$ cat config.mk
export PLATFORM = sky130hd
export DESIGN_NAME = axi4lite_slave
export DESIGN_NICKNAME = d
export VERILOG_FILES = /design/src/rtl/axi4lite_pkg.sv /design/src/rtl/rv32i_pkg.sv /design/src/rtl/axi4lite_hold_reg.sv /design/src/rtl/axi4lite_slave.sv
export SDC_FILE = /design/constraint.sdc
export NUM_CORES = 1
export LEC_CHECK = 0
export ABC_AREA = 1
export CORE_UTILIZATION = 31
export CTS_CLUSTER_SIZE = 12
export DETAILED_ROUTE_END_ITERATION = 8
export SLEW_MARGIN = 20
export SYNTH_ARGS = -nofsm -noshare
export SYNTH_HDL_FRONTEND = slang
export SYNTH_SLANG_ARGS = --single-unit
$ cat constraint.sdc
create_clock -name clk -period 18.1 [get_ports clk]
set_clock_uncertainty 0.15 [all_clocks]
set_input_delay 2.715 -clock clk [delete_from_list [all_inputs] [get_ports clk]]
set_output_delay 2.715 -clock clk [all_outputs]
set_load 0.005 [all_outputs]
$ cat src/rtl/axi4lite_pkg.sv
// axi4lite_pkg: AXI4-Lite widths, response codes and slave FSM states.
// Shared by the AXI4-Lite master and slave adapters.
package axi4lite_pkg;

   localparam int AXI_ADDR_WIDTH = 32;
   localparam int AXI_DATA_WIDTH = 32;
   localparam int AXI_STRB_WIDTH = AXI_DATA_WIDTH / 8;

   localparam logic [1:0] AXI_RESP_OKAY   = 2'b00;
   localparam logic [1:0] AXI_RESP_SLVERR = 2'b10;
   localparam logic [1:0] AXI_RESP_DECERR = 2'b11;

   typedef enum logic [2:0] {
      S_IDLE,
      S_MEM_REQ,
      S_MEM_WAIT,
      S_B_RESP,
      S_R_RESP
   } axi_slave_state_e;

   // Wrap-around offset compare, so windows near 2^32 decode correctly.
   function automatic logic in_window(
      input logic [AXI_ADDR_WIDTH-1:0] addr,
      input logic [AXI_ADDR_WIDTH-1:0] base,
      input logic [AXI_ADDR_WIDTH-1:0] size
   );
      return (addr - base) < size;
   endfunction

endpackage

$ cat src/rtl/rv32i_pkg.sv
// rv32i_pkg: core-wide architectural constants.
// Shared by the core and its bus adapters.
package rv32i_pkg;

   localparam int XLEN = 32;

endpackage

$ cat src/rtl/axi4lite_hold_reg.sv
// axi4lite_hold_reg: single-entry valid/ready holding register.
// Ready comes from the registered full flag only, never from valid.
module axi4lite_hold_reg #(
   parameter int W = 32
) (
   input  logic         clk,
   input  logic         rst,
   input  logic         i_en,
   input  logic         i_valid,
   input  logic [W-1:0] i_data,
   input  logic         i_clr,
   output logic         o_ready,
   output logic         o_full,
   output logic [W-1:0] o_data
);

   logic         r_full;
   logic [W-1:0] r_data;
   logic         w_ready;

   assign w_ready = i_en & ~r_full;
   assign o_ready = w_ready;
   assign o_full  = r_full;
   assign o_data  = r_data;

   // Capture payload on handshake; release when the response completes.
   always_ff @(posedge clk or posedge rst) begin
      if (rst) begin
         r_full <= 1'b0;
         r_data <= '0;
      end else if (i_clr) begin
         r_full <= 1'b0;
      end else if (i_valid && w_ready) begin
         r_full <= 1'b1;
         r_data <= i_data;
      end
   end

endmodule

$ cat src/rtl/axi4lite_slave.sv
// axi4lite_slave: AXI4-Lite responder onto a single-beat memory port.
// One transaction in flight; reads and writes alternate when both wait.
module axi4lite_slave
   import axi4lite_pkg::*;
   import rv32i_pkg::*;
#(
   parameter logic [31:0] BASE_ADDR = 32'h0000_0000,
   parameter logic [31:0] ADDR_SIZE = 32'h0001_0000
) (
   input  logic                      clk,
   input  logic                      rst,
   input  logic [AXI_ADDR_WIDTH-1:0] s_axi_awaddr,
   input  logic                      s_axi_awvalid,
   output logic                      s_axi_awready,
   input  logic [AXI_DATA_WIDTH-1:0] s_axi_wdata,
   input  logic [AXI_STRB_WIDTH-1:0] s_axi_wstrb,
   input  logic                      s_axi_wvalid,
   output logic                      s_axi_wready,
   output logic [1:0]                s_axi_bresp,
   output logic                      s_axi_bvalid,
   input  logic                      s_axi_bready,
   input  logic [AXI_ADDR_WIDTH-1:0] s_axi_araddr,
   input  logic                      s_axi_arvalid,
   output logic                      s_axi_arready,
   output logic [AXI_DATA_WIDTH-1:0] s_axi_rdata,
   output logic [1:0]                s_axi_rresp,
   output logic                      s_axi_rvalid,
   input  logic                      s_axi_rready,
   output logic [XLEN-1:0]           mem_addr,
   output logic [XLEN-1:0]           mem_wdata,
   output logic [3:0]                mem_wstrb,
   output logic                      mem_req,
   output logic                      mem_we,
   input  logic                      mem_ready,
   input  logic                      mem_valid,
   input  logic [XLEN-1:0]           mem_rdata
);

   localparam int WW = AXI_DATA_WIDTH + AXI_STRB_WIDTH;

   axi_slave_state_e r_state;

   logic                      r_up;
   logic                      r_rr_last_write;
   logic [XLEN-1:0]           r_mem_addr;
   logic [XLEN-1:0]           r_mem_wdata;
   logic [3:0]                r_mem_wstrb;
   logic                      r_mem_req;
   logic                      r_mem_we;
   logic [1:0]                r_bresp;
   logic                      r_bvalid;
   logic [AXI_DATA_WIDTH-1:0] r_rdata;
   logic [1:0]                r_rresp;
   logic                      r_rvalid;

   logic                      w_aw_full;
   logic                      w_w_full;
   logic                      w_ar_full;
   logic [AXI_ADDR_WIDTH-1:0] w_aw_addr;
   logic [AXI_ADDR_WIDTH-1:0] w_ar_addr;
   logic [WW-1:0]             w_w_data;
   logic                      w_b_hs;
   logic                      w_r_hs;
   logic                      w_wr_rdy;
   logic                      w_rd_rdy;
   logic                      w_pick_wr;
   logic                      w_done;

   assign w_b_hs    = r_bvalid & s_axi_bready;
   assign w_r_hs    = r_rvalid & s_axi_rready;
   assign w_wr_rdy  = w_aw_full & w_w_full;
   assign w_rd_rdy  = w_ar_full;
   assign w_pick_wr = w_wr_rdy & (~w_rd_rdy | ~r_rr_last_write);
   assign w_done    = ((r_state == S_MEM_REQ) & mem_ready & mem_valid) |
                      ((r_state == S_MEM_WAIT) & mem_valid);

   axi4lite_hold_reg #(.W(AXI_ADDR_WIDTH)) u_aw (
      .clk(clk), .rst(rst), .i_en(r_up),
      .i_valid(s_axi_awvalid), .i_data(s_axi_awaddr), .i_clr(w_b_hs),
      .o_ready(s_axi_awready), .o_full(w_aw_full), .o_data(w_aw_addr)
   );

   axi4lite_hold_reg #(.W(WW)) u_w (
      .clk(clk), .rst(rst), .i_en(r_up),
      .i_valid(s_axi_wvalid), .i_data({s_axi_wstrb, s_axi_wdata}),
      .i_clr(w_b_hs),
      .o_ready(s_axi_wready), .o_full(w_w_full), .o_data(w_w_data)
   );

   axi4lite_hold_reg #(.W(AXI_ADDR_WIDTH)) u_ar (
      .clk(clk), .rst(rst), .i_en(r_up),
      .i_valid(s_axi_arvalid), .i_data(s_axi_araddr), .i_clr(w_r_hs),
      .o_ready(s_axi_arready), .o_full(w_ar_full), .o_data(w_ar_addr)
   );

   assign mem_addr     = r_mem_addr;
   assign mem_wdata    = r_mem_wdata;
   assign mem_wstrb    = r_mem_wstrb;
   assign mem_req      = r_mem_req;
   assign mem_we       = r_mem_we;
   assign s_axi_bresp  = r_bresp;
   assign s_axi_bvalid = r_bvalid;
   assign s_axi_rdata  = r_rdata;
   assign s_axi_rresp  = r_rresp;
   assign s_axi_rvalid = r_rvalid;

   // Dispatch, memory sequencing and response generation.
   always_ff @(posedge clk or posedge rst) begin
      if (rst) begin
         r_state         <= S_IDLE;
         r_up            <= 1'b0;
         r_rr_last_write <= 1'b0;
         r_mem_addr      <= '0;
         r_mem_wdata     <= '0;
         r_mem_wstrb     <= '0;
         r_mem_req       <= 1'b0;
         r_mem_we        <= 1'b0;
         r_bresp         <= AXI_RESP_OKAY;
         r_bvalid        <= 1'b0;
         r_rdata         <= '0;
         r_rresp         <= AXI_RESP_OKAY;
         r_rvalid        <= 1'b0;
      end else begin
         r_up <= 1'b1;
         unique case (r_state)
            S_IDLE: begin
               if (w_pick_wr) begin
                  r_rr_last_write <= 1'b1;
                  if (in_window(w_aw_addr, BASE_ADDR, ADDR_SIZE)) begin
                     r_mem_addr  <= XLEN'(w_aw_addr - BASE_ADDR);
                     r_mem_wdata <= w_w_data[AXI_DATA_WIDTH-1:0];
                     r_mem_wstrb <= w_w_data[WW-1:AXI_DATA_WIDTH];
                     r_mem_we    <= 1'b1;
                     r_mem_req   <= 1'b1;
                     r_state     <= S_MEM_REQ;
                  end else begin
                     r_bresp  <= AXI_RESP_DECERR;
                     r_bvalid <= 1'b1;
                     r_state  <= S_B_RESP;
                  end
               end else if (w_rd_rdy) begin
                  r_rr_last_write <= 1'b0;
                  if (in_window(w_ar_addr, BASE_ADDR, ADDR_SIZE)) begin
                     r_mem_addr  <= XLEN'(w_ar_addr - BASE_ADDR);
                     r_mem_wdata <= '0;
                     r_mem_wstrb <= 4'b0000;
                     r_mem_we    <= 1'b0;
                     r_mem_req   <= 1'b1;
                     r_state     <= S_MEM_REQ;
                  end else begin
                     r_rresp  <= AXI_RESP_DECERR;
                     r_rdata  <= '0;
                     r_rvalid <= 1'b1;
                     r_state  <= S_R_RESP;
                  end
               end
            end
            S_MEM_REQ: begin
               if (mem_ready && !mem_valid) begin
                  r_mem_req <= 1'b0;
                  r_state   <= S_MEM_WAIT;
               end
            end
            S_MEM_WAIT: begin
            end
            S_B_RESP: begin
               if (s_axi_bready) begin
                  r_bvalid <= 1'b0;
                  r_state  <= S_IDLE;
               end
            end
            S_R_RESP: begin
               if (s_axi_rready) begin
                  r_rvalid <= 1'b0;
                  r_state  <= S_IDLE;
               end
            end
            default: r_state <= S_IDLE;
         endcase
         if (w_done) begin
            r_mem_req <= 1'b0;
            if (r_mem_we) begin
               r_bresp  <= AXI_RESP_OKAY;
               r_bvalid <= 1'b1;
               r_state  <= S_B_RESP;
            end else begin
               r_rresp  <= AXI_RESP_OKAY;
               r_rdata  <= mem_rdata;
               r_rvalid <= 1'b1;
               r_state  <= S_R_RESP;
            end
         end
      end
   end

endmodule

# Word-level counts from Yosys, hierarchy flattened
# Cells that the tools add are included.
[totals]
regBits = 216
input_bits = 141
elab_cells = 140
[classes]
order_cmp = 2
eq_ne = 12
muxes = 70
bitwise = 18
n_reduce_logical = 19
[ops]
columns = ["op", "n"]
rows = [
  ["32-bit 2-to-1 mux", 14],
  ["32-bit by 17-bit less-than comparator with 1-bit output, second input constant", 2],
  ["1-bit 2-to-1 mux", 28],
  ["2-bit 2-to-1 mux", 12],
  ["3-bit 2-to-1 mux", 8],
  ["4-bit 2-to-1 mux", 4],
  ["3-bit one-hot mux with 5 select lines", 1],
  ["1-bit bitwise AND", 10],
  ["5-bit AND reduction", 2],
  ["2-bit nonzero test", 5],
  ["4-bit inequality test, second input constant", 2],
  ["2-bit AND reduction", 4],
  ["3-bit by 2-bit equality test with 1-bit output, second input constant", 2],
  ["3-bit inequality test, second input constant", 2],
  ["1-bit inverter", 6],
  ["1-bit one-hot mux with 2 select lines", 3],
  ["1-bit logical AND", 4],
  ["4-bit by 3-bit inequality test with 1-bit output, second input constant", 1],
  ["4-bit AND reduction", 1],
  ["3-bit by 1-bit equality test with 1-bit output, second input constant", 1],
  ["3-bit equality test, second input constant", 1],
  ["3-bit logical NOT", 1],
  ["3-bit by 2-bit inequality test with 1-bit output, second input constant", 1],
  ["3-bit nonzero test", 1],
  ["4 further kinds", 5],
]

# Depth between registers and ports, before layout
# Gate-level depths: netlist (run 1).
[logic_depth]
word_depth = 7
mapped_depth = 10
ltp_nobuf = 9

# Modules after synthesis
# A second synthesis (run 1) with hierarchy kept.
[hier_totals]
hier_cells = 988
hier_area_um2 = 8937.3
[by_module_without_submodules]
columns = ["module", "instances", "cells_per_inst", "area_each_um2", "seq_area_each_um2"]
rows = [
  ["axi4lite_slave", 1, 533, 4699.5, 2827.7],
  ["axi4lite_hold_reg at u_ar ...", 2, 146, 1358.8, 825.8],
  ["axi4lite_hold_reg at u_w", 1, 163, 1520.2, 925.9],
]

# Worst setup path before layout (run 1)
# No wires, ideal clock.
[synth_path]
kind = "in2reg"
start = "input port s_axi_bready"
end = "register u_w.r_data[13], in the netlist u_w.o_data[13]"
t_arrival_ns = 3.418
path_slack_ns = 14.401
path_stages = 6
path_buffers = 1
cell_sequence = "nand2_1 -> nand3_1 -> clkinv_1 -> clkbuf_1 -> nand2_1 -> o21ai_0"
[synth_between]
elab_chain_cells = 3
[synth_lines]
columns = ["element", "line_no", "rtl"]
rows = [
  ["from (decl)", "axi4lite_slave.sv:21", "input logic s_axi_bready,"],
  ["1-bit bitwise AND", "axi4lite_slave.sv:69", "assign w_b_hs = r_bvalid & s_axi_bready;"],
  ["1-bit inverter (no line)", "--", ""],
  ["2-bit AND reduction (no line)", "--", ""],
  ["to (signal assigned)", "axi4lite_hold_reg.sv:35", "r_data <= i_data;"],
  ["to (decl)", "axi4lite_hold_reg.sv:18", "logic [W-1:0] r_data;"],
]
# No other way between the ends.
# A chain may end at the register's enable or synchronous reset.

==> summary.txt, run 1 <==
status = finished clean
wire length on met2 = 10,300 um
CP Launch Point = rst
post-cts sizing count = 0
Slew Limit Fails = 0
Hold Buf Count CTS = 0
setup TNS = 0 ps
mux contribution to synthesized area = 0%
R2R cell count = 8
top routing layer in use = met5
Synth Area in Compound Gates = 6.82%
Post-synth ARST share = 100%
drt pass-1 iters = 6
Syn-to-layout area delta = 42.3%
largest cells by area after synthesis = dfrtp_1 (64%), nand2_1 (20%), o21ai_0 (5.8%), inv_1 (3.4%), nor2_1 (1.2%)
Met3 Wirelength = 1490 um
Post-route DRC = 0
first-pass GRT wire length = 37,000 um
slew margin rel. = 35.2%
Crit Path Max Fanout = 85
xor and xnor area share after synthesis = 0%
vias in the first global route = 6,821
worst hold path class = flop to flop
post-synthesis simple-gate area fraction = 22.8%
crit share post-route = 27.7%
largest net degree at the start of global routing = 86
Post-synth EDFFs = 0
Starting Density = 31.5%
Die Ht = 168 um
DRT met1 WL = 10,400 um
hold slack = 317 ps
critical path required time = 18,490 ps
Post-CTS Setup Inserts = 0
mean post-synth cell area = 8.81 um^2
Hold Vio Cnt, Final = 0
FF-to-FF setup slack = 15,280 ps
Final Worst Setup Slack = 13,090 ps
DP Worst Slack = 12,400 ps
Die Area = 28,100 um^2
Clock Latency Late Sink = 520 ps
min cycle time layout = 5010 ps
H-tree levels = 1
CTS tree = done
Placer Congestion = 0.770
Longest Clk Path Bufs = 3
number of DRC markers in iteration 0 = 538
Post-Synthesis Cells = 964
I/O pin cnt = 252
final WL = 22,800 um
worst setup path category = input port to asynchronous set/reset pin
pwr/cell area = 155 nW/um^2
Port Buf Inserts = 251
Least-Margin Pin Slew = 971 ps
CP Capture Type = asynchronous set/reset pin
startpoint types = input port
Final Cell Area = 12,100 um^2
reg2reg start = u_ar.o_full$_DFFE_PP0P_
Seq cells post-synth = 216
Worst Path Arrival = 5410 ps
antenna-violating nets left = 0
total clock sinks = 216
Fmax achieved = 0.199 GHz
Max Cap Viol = 0
Top FF cell, synth = dfrtp_1
Netlist cell types = 23
Tot Pwr = 1.87 mW
worst r2r dst = mem_we$_DFFE_PP0P_
DR WL/cell = 14.6 um
largest family of logic cells by synthesized area = simple AND/OR/NAND/NOR gates
RSZ-0062 raised after global routing = no
Post-Syn Area = 8490 um^2
Area after DPL = 11,300 um^2
core area = 27,000 um^2
post-synthesis sequential area ratio = 63.6%
routed vias = 6,816
Synth Area in Adders = 0%
initial antenna violation count = 3
root buffer cell = clkbuf_16
layout cell share with drive strength beyond 1 = 5.56%
Syn. warnings = 0
LEAKAGE = 5.96 nW
Rows = 60
Worst VDD drop = 0.0689 mV
crit path to = u_ar.o_data[16]$_DFFE_PP0P_
clock slew at reported path FFs = 60 ps
global-route total usage across every layer = 16.5%
area leader, netlist = dfrtp_1
vias per cell = 4.36
TritonCTS Buffers = 25
Die X-Extent = 168 um
Post-DP HPWL = 15,500 um
grt total ovfl = 0
hold path start = s_axi_rdata[3]$_DFF_PP0_
Layout Nets = 1,347
Synth top area share = 63.6%
final setup violation count = 0
syn nets = 1,105
==> worst min path at each step <==
stage	endpoint	depth (start not counted)
6_report	s_axi_rdata[3]$_DFF_PP0_	2
3_5_place_dp	mem_addr[30]$_DFFE_PP0P_	2
4_1_cts	mem_addr[28]$_DFFE_PP0P_	2
2_1_floorplan	u_ar.o_data[0]$_DFFE_PP0P_	2
5_1_grt	mem_addr[30]$_DFFE_PP0P_	2
3_3_place_gp	mem_addr[28]$_DFFE_PP0P_	2
==> stage by stage <==
step	cells	util [%]
2_1_floorplan	964	-
3_3_place_gp	1520	41.8
3_5_place_dp	1520	41.8
4_1_cts	1564	44.8
5_1_grt	1565	44.8
6_report	1565	44.8
==> cells in the mapped netlist, types with 2 or more instances <==
| library cell | n |
|---|---|
| buf_6 | 2 |
| dfrtp_1 | 216 |
| clkbuf_2 | 3 |
| nand3_1 | 6 |
| buf_2 | 14 |
| nand2_1 | 451 |
| nand3_2 | 4 |
| a21oi_1 | 4 |
| inv_2 | 14 |
| nand4_1 | 6 |
| o21ai_1 | 11 |
| o21ai_0 | 99 |
| buf_4 | 8 |
| inv_1 | 77 |
| clkbuf_1 | 14 |
| nor2_1 | 28 |
==> per-layer routing <==
layer | vias up | track usage, %
met5 | - | 0
met4 | 4 | 5.27
met3 | 44 | 4.16
met2 | 195 | 26.4
met1 | 3159 | 21.8
li1 | 3414 | -
==> layout make-up <==
class / instances / area, um^2
Sequential cell: 216 / 5410
Timing Repair Buffer: 256 / 2550
Inverter: 92 / 353
Tap cell: 341 / 427
Clock inverter: 12 / 141
Antenna cell: 1 / 2.50
Multi-Input combinational cell: 615 / 2520
Clock buffer: 32 / 682
Fill cell: 2628 / 14900
==> critical path, cell delays in order <==
cell and delay, ps:
clkdlybuf4s50_1 490, inv_8 420, buf_4 800, buf_4 740
==> power breakdown <==
part	internal (mW)	total, mW	switching, mW	leakage [nW]
Sequential	0.689	0.791	0.102	2.78
Combinational	0.297	0.568	0.272	2.77
Clock	0.308	0.507	0.200	0.409
Total	1.29	1.87	0.573	5.96
==> sequential cells by signal, indices dropped and copies added, names as in the netlist <==
register / cells
mem_wstrb: 4
s_axi_bvalid: 1
s_axi_rdata: 32
u_ar.o_full: 1
r_state: 3
mem_addr: 32
s_axi_rvalid: 1
mem_wdata: 32
s_axi_bresp: 2
u_aw.o_full: 1
r_up: 1
u_w.o_data: 36
mem_we: 1
u_ar.o_data: 32
r_rr_last_write: 1
u_w.o_full: 1
mem_req: 1
u_aw.o_data: 32
s_axi_rresp: 2
==> cells by family after synthesis <==
kind of cell	after synthesis
and+or+nand+nor	499
DFF	216
buffers and inverters	133
other	1
AOI/OAI and AO/OA	115
==> cells in the final DEF (no fill, tap or decap), types with 5 or more instances in the layout <==
cell type	instances
inv_2	14
nand2_1	451
buf_4	5
dfrtp_1	216
nand4_1	6
nand3_1	6
o21ai_0	99
clkbuf_16	25
clkdlybuf4s50_1	251
clkinv_2	7
inv_1	76
nor2_1	28
o21ai_1	11
(Power assumes the default switching activity.)
==> run 2: changes to the inputs <==
Clock period 18.1 ns to 4.5 ns, I/O delays scaled along.
==> run 2 against run 1 <==
Die area stayed put. Global-route usage is 0.15 points lower. Critical endpoint is now mem_wstrb[0]$_DFFE_PP0P_. Critical path type is now flop to flop. Sequential share of layout area shrank 0.20 points. Largest cell class unchanged. First-iteration DRC count down 0.19%.
==> summary.txt, run 2 (synthesis gave the netlist of run 1 again) <==
most common cell after layout, fill and taps aside = nand2_1
first-pass GRT wire length = 36,700 um
Layout Nets = 1,348
number of DRC markers in iteration 0 = 537
min cycle time layout = 2870 ps
met3 usage = 4.07%
Post-CTS Setup Inserts = 0
Inst Count DP = 1,521
met1 Usage GRT = 21.6%
critical path required time = 4720 ps
CP Launch Point = u_ar.o_full$_DFFE_PP0P_
Post-DP HPWL = 15,600 um
root buffer cell = clkbuf_16
worst hold path class = flop to flop
Finished Layout Cells = 1,568
LEAKAGE = 5.99 nW
Longest Clk Path Bufs = 3
status = finished clean
FF-to-FF setup slack = 1630 ps
RSZ-0062 raised after global routing = no
worst setup path category = flop to flop
hold path start = s_axi_rdata[19]$_DFF_PP0_
Port Buf Inserts = 251
Syn-to-layout area delta = 42.9%
DR WL/cell = 14.4 um
most frequent cells in the layout = nand2_1 (451), clkdlybuf4s50_1 (251), dfrtp_1 (216)
met2 usage = 26.1%
largest net degree at the start of global routing = 75
CTS tree = done
total clock sinks = 216
slew margin rel. = 37.4%
Least-Margin Pin Slew = 938 ps
TritonCTS Buffers = 25
setup TNS = 0 ps
Slew Limit Fails = 0
layout cell share with drive strength beyond 1 = 5.71%
grt total ovfl = 0
Post-route DRC = 0
pwr/cell area = 621 nW/um^2
startpoint types = flop
R2R cell count = 7
Placer Congestion = 0.773
post-cts sizing count = 0
global-route total usage across every layer = 16.3%
Die Area = 28,100 um^2
Filler Cells Inserted = 2,639
FF+latch area = 5410 um^2
Clock Latency Late Sink = 510 ps
final WL = 22,600 um
vias in the first global route = 6,929
Crit Path Max Fanout = 46
worst r2r dst = mem_wstrb[0]$_DFFE_PP0P_
Hold Vio Cnt, Final = 0
drt pass-1 iters = 5
Starting Density = 31.5%
initial antenna violation count = 1
crit share post-route = 63.8%
Die X-Extent = 168 um
clock slew at reported path FFs = 60 ps
CP Capture Type = flop
multi-input combinational cell area = 2520 um^2
H-tree levels = 1
Max Cap Viol = 0
DP Worst Slack = 1130 ps
busiest grt layer = met2
reg2reg start = u_ar.o_full$_DFFE_PP0P_
Die Ht = 168 um
core area = 27,000 um^2
final setup violation count = 0
Hold Buf Count CTS = 0
Rows = 60
max FFs per register = 36
Worst Path Arrival = 3080 ps
Worst VDD drop = 0.277 mV
Fmax achieved = 0.349 GHz
vias per cell = 4.36
antenna-violating nets left = 0
routed vias = 6,843
I/O pin cnt = 252
Final Worst Setup Slack = 1630 ps
crit path to = mem_wstrb[0]$_DFFE_PP0P_
[run 2: cell types whose count changed in the layout (fill, tap and decap cells not counted)]
cell        before  now
buf_12           0    2
clkbuf_1         4    6
clkbuf_8         3    5
clkinv_2         7    5
buf_4            5    4
clkinv_1         1    0
clkinvlp_4       1    2
inv_2           14   15
inv_8            1    0
[run 2: stage by stage]
| step | hold slack [ps] | util [%] | total power [mW] | instance area (um^2) |
|---|---|---|---|---|
| final | 318 | 45.0 | 7.54 | 12100 |
| after global routing | 340 | 45.0 | 8.10 | 12100 |
| after CTS | 322 | 45.0 | 7.64 | 12100 |
| after detailed placement | 306 | 41.9 | 5.53 | 11300 |
| after global placement | 300 | 41.9 | 5.47 | 11300 |
| after floorplan | 299 | - | 4.25 | 8500 |
[run 2: routing by layer]
metal	vias up	part of all wire, %
met5	-	0
met4	0	2.5
met3	43	6.6
met2	192	46
met1	3177	45
li1	3431	-
[run 2: critical path, cell delays in order, from the launching register on]
cell     delay, ps
dfrtp_1        420
nand2_1        100
nand3_2        500
nand2_1        330
nand3_2        470
buf_4          500
nand2_1        130
o21ai_0         80
[run 2: layout make-up]
class | instances | area share, %
Inverter | 92 | 2.88
Multi-Input combinational cell | 615 | 20.8
Tap cell | 341 | 3.52
Antenna cell | 1 | 0.0206
Clock buffer | 36 | 5.91
Clock inverter | 10 | 1.08
Sequential cell | 216 | 44.5
Timing Repair Buffer | 257 | 21.3
[run 2: report_power, final]
group	total [mW]	switching [mW]	internal [mW]
combinational	2.29	1.10	1.20
sequential	3.18	0.409	2.77
clock	2.06	0.788	1.28
total	7.54	2.29	5.25
[run 2: how the worst min path moves through the flow]
stage	endpoint	depth (start not counted)	slack [ps]
2_1_floorplan	u_ar.o_data[0]$_DFFE_PP0P_	2	300
3_3_place_gp	mem_addr[27]$_DFFE_PP0P_	2	300
3_5_place_dp	mem_addr[18]$_DFFE_PP0P_	2	310
4_1_cts	s_axi_rdata[19]$_DFF_PP0_	2	320
5_1_grt	mem_addr[17]$_DFFE_PP0P_	2	340
6_report	s_axi_rdata[19]$_DFF_PP0_	2	320
==> run 3: changes to the inputs <==
Clock period 4.5 ns to 2.5 ns, I/O delays scaled along.
==> run 3 against run 2 <==
Worst hold slack got worse by 75 ps. Utilization grew 0.12 points. Sequential cell count is the same. Combinational power up 79%. Non-clock buffer count up 4. Die area is the same. Sequential power up 81%. First-iteration DRC count decreased by 12%. Design area grew 0.27%. Sequential share of layout area down 0.12 points. Global-route usage decreased by 0.062 points.
==> summary.txt, run 3 (synthesis gave the netlist of run 1 again) <==
part of the power in registers = 42.5%
Syn-to-layout area delta = 43.3%
most frequent cells in the layout = nand2_1 (451), clkdlybuf4s50_1 (251), dfrtp_1 (216)
critical path required time = 1980 ps
switch share = 30.6%
Slew Limit Fails = 0
Die Ht = 168 um
max FFs per register = 36
worst hold path class = input port to flop
global-route total usage across every layer = 16.3%
RSZ-0062 raised after global routing = no
first-pass GRT wire length = 36,900 um
worst setup path category = flop to output pin
Inst Count DP = 1,525
min cycle time layout = 2300 ps
P_sw = 4.14 mW
Filler Cells Inserted = 2,638
initial antenna violation count = 4
drt pass-1 iters = 4
Area after DPL = 11,300 um^2
Worst Path Arrival = 1780 ps
slew margin rel. = 36.1%
Max Cap Viol = 0
root buffer cell = clkbuf_16
Rows = 60
layout cell share with drive strength beyond 1 = 6.02%
Tot Pwr = 13.5 mW
setup TNS = 0 ps
final setup violation count = 0
hold path start = s_axi_awaddr[18]
Logic pwr share = 30.4%
crit share post-route = 92.1%
Die X-Extent = 168 um
hold slack = 243 ps
worst r2r dst = u_ar.o_data[31]$_DFFE_PP0P_
grt total ovfl = 0
fin util = 45.2%
worst hold stages = 3
Final Worst Setup Slack = 199 ps
I/O pin cnt = 252
antenna-violating nets left = 0
final WL = 22,700 um
Post-DP HPWL = 15,500 um
CP Capture Type = output pin
Finished Layout Cells = 1,574
Worst VDD drop = 0.394 mV
DP Worst Slack = 194 ps
routed vias = 6,921
largest net degree at the start of global routing = 111
H-tree levels = 1
CTS tree = done
Hold Buf Count CTS = 0
number of DRC markers in iteration 0 = 472
Post-CTS Setup Inserts = 0
Clock Latency Late Sink = 510 ps
P_int = 9.38 mW
Hold Vio Cnt, Final = 0
TritonCTS Buffers = 25
post-cts sizing count = 0
Clock power frac = 27.1%
Starting Density = 31.5%
Crit Path Max Fanout = 5
Fmax achieved = 0.435 GHz
most common cell after layout, fill and taps aside = nand2_1
Longest Clk Path Bufs = 3
FF-to-FF setup slack = 540 ps
Die Area = 28,100 um^2
Placer Congestion = 0.804
core area = 27,000 um^2
status = finished clean
Post-route DRC = 0
Final Cell Area = 12,200 um^2
reg2reg start = u_ar.o_full$_DFFE_PP0P_
startpoint types = flop
Layout Nets = 1,352
DR WL/cell = 14.4 um
R2R cell count = 5
vias in the first global route = 6,912
pwr/cell area = 1110 nW/um^2
vias per cell = 4.40
Port Buf Inserts = 251
LEAKAGE = 6.00 nW
Worst Hold Path EP = u_aw.o_data[18]$_DFFE_PP0P_
clock slew at reported path FFs = 60 ps
total clock sinks = 216
Least-Margin Pin Slew = 957 ps
## run 3: cell types whose count changed in the layout (fill, tap and decap cells not counted)
cell       change
buf_4          +3
buf_12         +1
clkinv_2       +1
inv_2          -1
clkinv_1       +1
clkbuf_1       -1
diode_2        +2
bufinv_16      -1
clkbuf_8       +1
## run 3: critical path, stage by stage, from the launching register on
cell             delay (ps)
dfrtp_1                 440
nor2_1                  220
clkdlybuf4s50_1         600
## run 3: final cells by class
type,instances,area [um^2],area share [%]
well taps,341,427,3.51
clock buffers,36,727,5.97
clock inverters,10,106,0.874
multi-input cells,615,2520,20.7
repair buffers,261,2630,21.6
inverters,92,349,2.87
diodes,3,7.51,0.0617
flip-flops and latches,216,5410,44.4
## run 3: power groups by stage
stage	clock (mW)	sequential [mW]	combinational, mW
2_1_floorplan	0	5.71	1.95
3_3_place_gp	0	5.74	4.12
3_5_place_dp	0	5.80	4.17
4_1_cts	3.78	5.75	4.20
5_1_grt	3.92	5.94	4.68
6_report	3.67	5.75	4.11
## run 3: per-layer routing
| layer | vias to the layer above | GRT usage (%) | part of all wire (%) |
|---|---|---|---|
| met5 | - | 0 | 0.057 |
| met4 | 2 | 4.87 | 1.6 |
| met3 | 26 | 3.71 | 6.3 |
| met2 | 194 | 26.1 | 47 |
| met1 | 3264 | 21.8 | 45 |
| li1 | 3435 | - | - |
## run 3: worst max-delay path by stage
stage | startpoint | slack (ps) | to | depth (start not counted)
2_1_floorplan | rst | -840 | mem_addr[0]$_DFFE_PP0P_ | 1
3_3_place_gp | s_axi_rready | 260 | u_ar.o_data[22]$_DFFE_PP0P_ | 6
3_5_place_dp | s_axi_rready | 190 | u_ar.o_data[31]$_DFFE_PP0P_ | 6
4_1_cts | u_ar.o_full$_DFFE_PP0P_ | 160 | s_axi_arready | 2
5_1_grt | u_ar.o_full$_DFFE_PP0P_ | 100 | s_axi_arready | 2
6_report | u_ar.o_full$_DFFE_PP0P_ | 200 | s_axi_arready | 2
